===== config.mk =====
export PLATFORM = sky130hd
export DESIGN_NAME = axis_output_packer
export DESIGN_NICKNAME = d
export VERILOG_FILES = /design/src/rtl/axis_output_packer.sv
export SDC_FILE = /design/constraint.sdc
export NUM_CORES = 1
export LEC_CHECK = 0
export BUFFER_PORTS_ARGS = -buffer_cell sky130_fd_sc_hd__buf_2
export CAP_MARGIN = 20
export CORE_MARGIN = 2
export CORE_UTILIZATION = 43
export CTS_BUF_LIST = sky130_fd_sc_hd__clkbuf_16
export DETAILED_ROUTE_END_ITERATION = 10
export GPL_TIMING_DRIVEN = 0
export PLACE_DENSITY_LB_ADDON = 0.12
export SLEW_MARGIN = 10
export SYNTH_ARGS = -nofsm -noshare
export SYNTH_HDL_FRONTEND = slang
export SYNTH_SLANG_ARGS = --single-unit
export TNS_END_PERCENT = 30

===== constraint.sdc =====
create_clock -name ap_clk -period 11.3 [get_ports ap_clk]
set_clock_uncertainty 0.2 [all_clocks]
set_input_delay 1.695 -clock ap_clk [delete_from_list [all_inputs] [get_ports ap_clk]]
set_output_delay 1.695 -clock ap_clk [all_outputs]
set_load 0.005 [all_outputs]

===== src/rtl/axis_output_packer.sv =====
// axis_output_packer: packs PACK_FACTOR narrow words per wide AXI-Stream beat with tkeep/tlast framing.
// Optional AXIS_OUTPUT_PACKER_FLUSH_EN adds a flush input that closes the current partial frame.
module axis_output_packer #(
  parameter int IN_WIDTH    = 32,
  parameter int PACK_FACTOR = 4,
  parameter int FRAME_WORDS = 128,
  parameter int CNT_WIDTH   = 16
) (
  input  logic                            ap_clk,
  input  logic                            ap_rst,
`ifdef AXIS_OUTPUT_PACKER_FLUSH_EN
  input  logic                            flush,
`endif
  input  logic [IN_WIDTH-1:0]             s_axis_input_tdata,
  input  logic                            s_axis_input_tvalid,
  output logic                            s_axis_input_tready,
  output logic [IN_WIDTH*PACK_FACTOR-1:0] m_axis_output_tdata,
  output logic [PACK_FACTOR-1:0]          m_axis_output_tkeep,
  output logic                            m_axis_output_tlast,
  output logic                            m_axis_output_tvalid,
  input  logic                            m_axis_output_tready,
  output logic [CNT_WIDTH-1:0]            frame_count
);
  localparam int WI = $clog2(PACK_FACTOR);
  localparam int FI = FRAME_WORDS > 1 ? $clog2(FRAME_WORDS) : 1;
  logic [WI-1:0] word_idx;
  logic [FI-1:0] frame_idx;
  logic [IN_WIDTH*PACK_FACTOR-1:0] pack_data, next_data;
  logic [PACK_FACTOR-1:0] pack_keep, next_keep;
  logic last_word, completing, out_free, accept, load, flush_go;
  assign last_word  = frame_idx == FI'(FRAME_WORDS - 1);
  assign completing = word_idx == WI'(PACK_FACTOR - 1) || last_word;
  assign out_free   = !m_axis_output_tvalid || m_axis_output_tready;
`ifdef AXIS_OUTPUT_PACKER_FLUSH_EN
  logic flush_pend;
  assign s_axis_input_tready = (out_free || !completing) && !flush_pend;
  assign flush_go = (flush || flush_pend) && |next_keep && out_free;
  always_ff @(posedge ap_clk or posedge ap_rst)
    if (ap_rst) flush_pend <= 1'b0;
    else if (flush_go) flush_pend <= 1'b0;
    else if (flush && |next_keep) flush_pend <= 1'b1;
`else
  assign s_axis_input_tready = out_free || !completing;
  assign flush_go = 1'b0;
`endif
  assign accept = s_axis_input_tvalid && s_axis_input_tready;
  assign load   = (accept && completing) || flush_go;
  // Merge the word being accepted this cycle so a completing word lands in the same beat
  always_comb begin
    next_data = pack_data;
    next_keep = pack_keep;
    for (int i = 0; i < PACK_FACTOR; i++)
      if (accept && word_idx == WI'(i)) begin
        next_data[i*IN_WIDTH +: IN_WIDTH] = s_axis_input_tdata;
        next_keep[i] = 1'b1;
      end
  end
  always_ff @(posedge ap_clk or posedge ap_rst)
    if (ap_rst) begin
      word_idx  <= '0;
      frame_idx <= '0;
      pack_data <= '0;
      pack_keep <= '0;
    end else begin
      if (flush_go) begin
        word_idx  <= '0;
        frame_idx <= '0;
      end else if (accept) begin
        word_idx  <= completing ? '0 : word_idx + 1'b1;
        frame_idx <= last_word ? '0 : frame_idx + 1'b1;
      end
      pack_data <= load ? '0 : next_data;
      pack_keep <= load ? '0 : next_keep;
    end
  always_ff @(posedge ap_clk or posedge ap_rst)
    if (ap_rst) begin
      m_axis_output_tdata  <= '0;
      m_axis_output_tkeep  <= '0;
      m_axis_output_tlast  <= 1'b0;
      m_axis_output_tvalid <= 1'b0;
    end else if (load) begin
      m_axis_output_tdata  <= next_data;
      m_axis_output_tkeep  <= next_keep;
      m_axis_output_tlast  <= last_word || flush_go;
      m_axis_output_tvalid <= 1'b1;
    end else if (m_axis_output_tready) begin
      m_axis_output_tvalid <= 1'b0;
    end
  always_ff @(posedge ap_clk or posedge ap_rst)
    if (ap_rst) frame_count <= '0;
    else if (m_axis_output_tvalid && m_axis_output_tready && m_axis_output_tlast)
      frame_count <= frame_count + 1'b1;
endmodule


==> results.py <==
metrics = {
    "run_status": {
        "status": "completed",
    },
    "power_and_ir_drop": {
        "netSwitchingPower_mw": 1.37,
        "p_seq_share_pct": 42.8,
        "leakagePower_nw": 7.20,
        "power_density_mw_per_mm2": 276,
        "ir_drop_mv": 0.150,
        "p_int_mw": 2.65,
        "switching_share_pct": 34.2,
        "combPwrFrac_pct": 32.2,
        "power_frac_clock_pct": 25.0,
    },
    "layout": {
        "final_cells": 1641,
        "area_growth_pct": 20.3,
        "drive_gt1_share_pct": 22.5,
        "layout_common_cells": "dfrtp_1, o21ai_0, buf_2, mux2i_1, a22o_1",
        "multiInputGateArea_mm2": 0.00433,
        "layout.nets": 1281,
        "final_util_pct": 52.4,
        "regArea_mm2": 0.00728,
        "diodes": 0,
        "n_fill_cell": 2598,
        "layout_commonest_cell": "dfrtp_1",
    },
    "critical_path": {
        "end_kind": "output pin",
        "rr_startpoint": "m_axis_output_tvalid",
        "critPathKind": "primary input to output pin",
        "path_cells": "buf_2 -> nand2b_1 -> buf_2 -> nand2b_1 -> buf_2",
        "worstPathRequired_ps": 9410,
        "startpoint": "m_axis_output_tready",
        "critPathSlowestCell": "buf_2",
        "critPathBufInv": 3,
        "crit_family": "buffers and inverters",
        "cp.arrival_ps": 2430,
        "cp_max_fo": 8,
        "startpoint_type": "primary input",
        "cpMostUsedCell": "buf_2",
        "critPathMaxStageDelay_ps": 170,
        "reg2reg_slack_ps": 8550,
    },
    "logic_synthesis": {
        "syn_avg_cell_area_um2": 11.9,
        "ys_ff_latch": 291,
        "synth-compound-area-share_pct": 19.2,
        "synth-adder-area-share_pct": 0.620,
        "synthesis.nets": 1060,
        "synth-main-ff-cell": "dfrtp_1",
        "postSynth.asyncResetShare_pct": 100,
        "synth_edf_count": 0,
        "synth_top_family_by_area": "compound AO/OA/AOI/OAI gates",
        "ys_types": 34,
        "ys_top_cells_by_area": "dfrtp_1, mux2i_1, o21ai_0, a22o_1, clkbuf_1",
        "ys.warnings.count": 0,
        "synth-xor-area-share_pct": 1.30,
        "synth_top_area_cell": "dfrtp_1",
        "syn_area_mm2": 0.0121,
        "synthMuxAreaShare_pct": 10.8,
        "synthSimpleGateAreaFrac_pct": 3.84,
        "synth_top_area_share_pct": 60.1,
        "yosysSeqAreaShare_pct": 60.1,
        "postSynthCellCount": 1018,
    },
    "min_path": {
        "hold_path_class": "register to register",
        "worstHoldStart": "frame_count[15]",
    },
    "place": {
        "hpwl_mm": 23.3,
        "dp.cells": 1584,
        "numPortBuffers": 186,
        "place.gp.congestion": 0.765,
        "pre_cts_ws_ps": 6960,
    },
    "clock_tree": {
        "cts_tree": "yes",
        "cts_buffers": 31,
        "h-tree-depth": 1,
        "cts.clk_slew.worst_paths_ps": 60,
        "worstSkewPairLatency_ps": 560,
        "root_buffer": "clkbuf_16",
        "cts_num_sinks": 291,
        "cts.repair.resized": 0,
        "postCtsSetupBuffers": 0,
        "cts_buffer_depth": 3,
        "cts_hold_buf": 0,
    },
    "job": {
        "max-cap-violations": 0,
    },
    "timing": {
        "setup_tns_ps": 0,
        "slew_headroom_pct": 36.5,
        "fin_hold_ws_ps": 273,
        "fmax_mhz": 231,
        "rsz0062_at_grt": "false",
        "setup_viol": 0,
        "drv_slew": 0,
        "hold_viol": 0,
        "period_minus_slack_ps": 4320,
        "worstMarginPinSlew_ps": 952,
        "fin_crit_sh_pct": 38.3,
        "layout_setup_ws_ps": 6980,
    },
    "drt": {
        "vias": 9016,
        "wirelength_mm": 33.6,
        "ant_nets": 0,
        "drc_errors": 0,
        "wl_per_cell_um": 20.5,
        "firstDrtPassIters": 5,
        "viasPerCell": 5.49,
        "drt-initial-drc-count": 623,
    },
    "floorplan": {
        "die_x_um": 172,
        "dieArea_mm2": 0.0295,
        "start_util_pct": 43.6,
        "fp.dieH_um": 172,
        "rows": 61,
        "coreArea_mm2": 0.0278,
        "ios": 187,
    },
    "global_routing": {
        "grt_pass1_wl_mm": 52.1,
        "gr-total-overflow": 0,
        "track_usage_pct": 23.1,
        "antenna_found_initial": 0,
        "grt_max_degree": 103,
        "grt_pass1_vias": 8800,
    },
}
-- power by group through the flow --
stage	registers, mW	clock network, mW	logic (mW)
2_1_floorplan	1.68	0	0.812
3_3_place_gp	1.73	0	1.28
3_5_place_dp	1.73	0	1.31
4_1_cts	1.72	1.02	1.31
5_1_grt	1.77	1.07	1.46
6_report	1.72	1.01	1.29
-- through the flow --
step / power (mW) / instance area, um^2
6_report: 4.02 / 14600
5_1_grt: 4.29 / 14600
4_1_cts: 4.05 / 14600
3_5_place_dp: 3.04 / 13600
3_3_place_gp: 3.01 / 13500
2_1_floorplan: 2.49 / 12100
-- kinds of logic (layout without fill, tap and decap cells) --
logic type | Yosys count | after routing
AO/OA/AOI/OAI | 380 | 380
flip-flops | 291 | 291
multiplexers | 131 | 131
AND/OR/NAND/NOR | 99 | 99
buffers and inverters | 93 | 338
XOR/XNOR | 18 | 18
adder cells (fa/ha/maj) | 6 | 6
-- Yosys cell counts, drive strengths merged, types with 2 or more instances --
master,n
and3,8
nand2,18
nand4,3
nor3,4
inv,6
clkbuf,44
xnor2,10
o21ai,273
buf,43
nand3,16
dfrtp,291
a21oi,6
nand2b,2
mux2i,130
xor2,8
ha,6
o311ai,2
a22o,96
nor2,44
-- path summary, 6_finish.rpt --
check                           cells past startpoint                  endpoint
worst max-delay path                                5       s_axis_input_tready
worst min-delay path                                1           frame_count[15]
worst max register to register                      7   m_axis_output_tdata[16]
worst min register to register                      1           frame_count[15]
max in group asynchronous                           4  m_axis_output_tdata[113]
min in group asynchronous                           2            frame_count[0]
-- flip-flops by register name, summed over array words and instances (netlist names) --
register	flops
frame_count	16
frame_idx	7
m_axis_output_tdata	128
m_axis_output_tkeep	4
m_axis_output_tlast	1
m_axis_output_tvalid	1
pack_data	128
pack_keep	4
word_idx	2
-- final cells by class --
class	instances	area share [%]
flip-flops and latches	291	50.0
plain buffers	87	3.23
repair buffers	188	6.77
clock inverters	26	1.49
well taps	378	3.25
inverters	6	0.206
clock buffers	31	5.33
multi-input cells	634	29.7
-- per-layer routing --
layer / GRT usage (%) / up-vias / share of wire, %
met5: 0 / - / 0
met4: 5.15 / 0 / 1.8
met3: 3.34 / 45 / 5.4
met2: 36.2 / 248 / 46
met1: 34.1 / 4584 / 47
li1: - / 4139 / -
(Power assumes the default switching activity.)
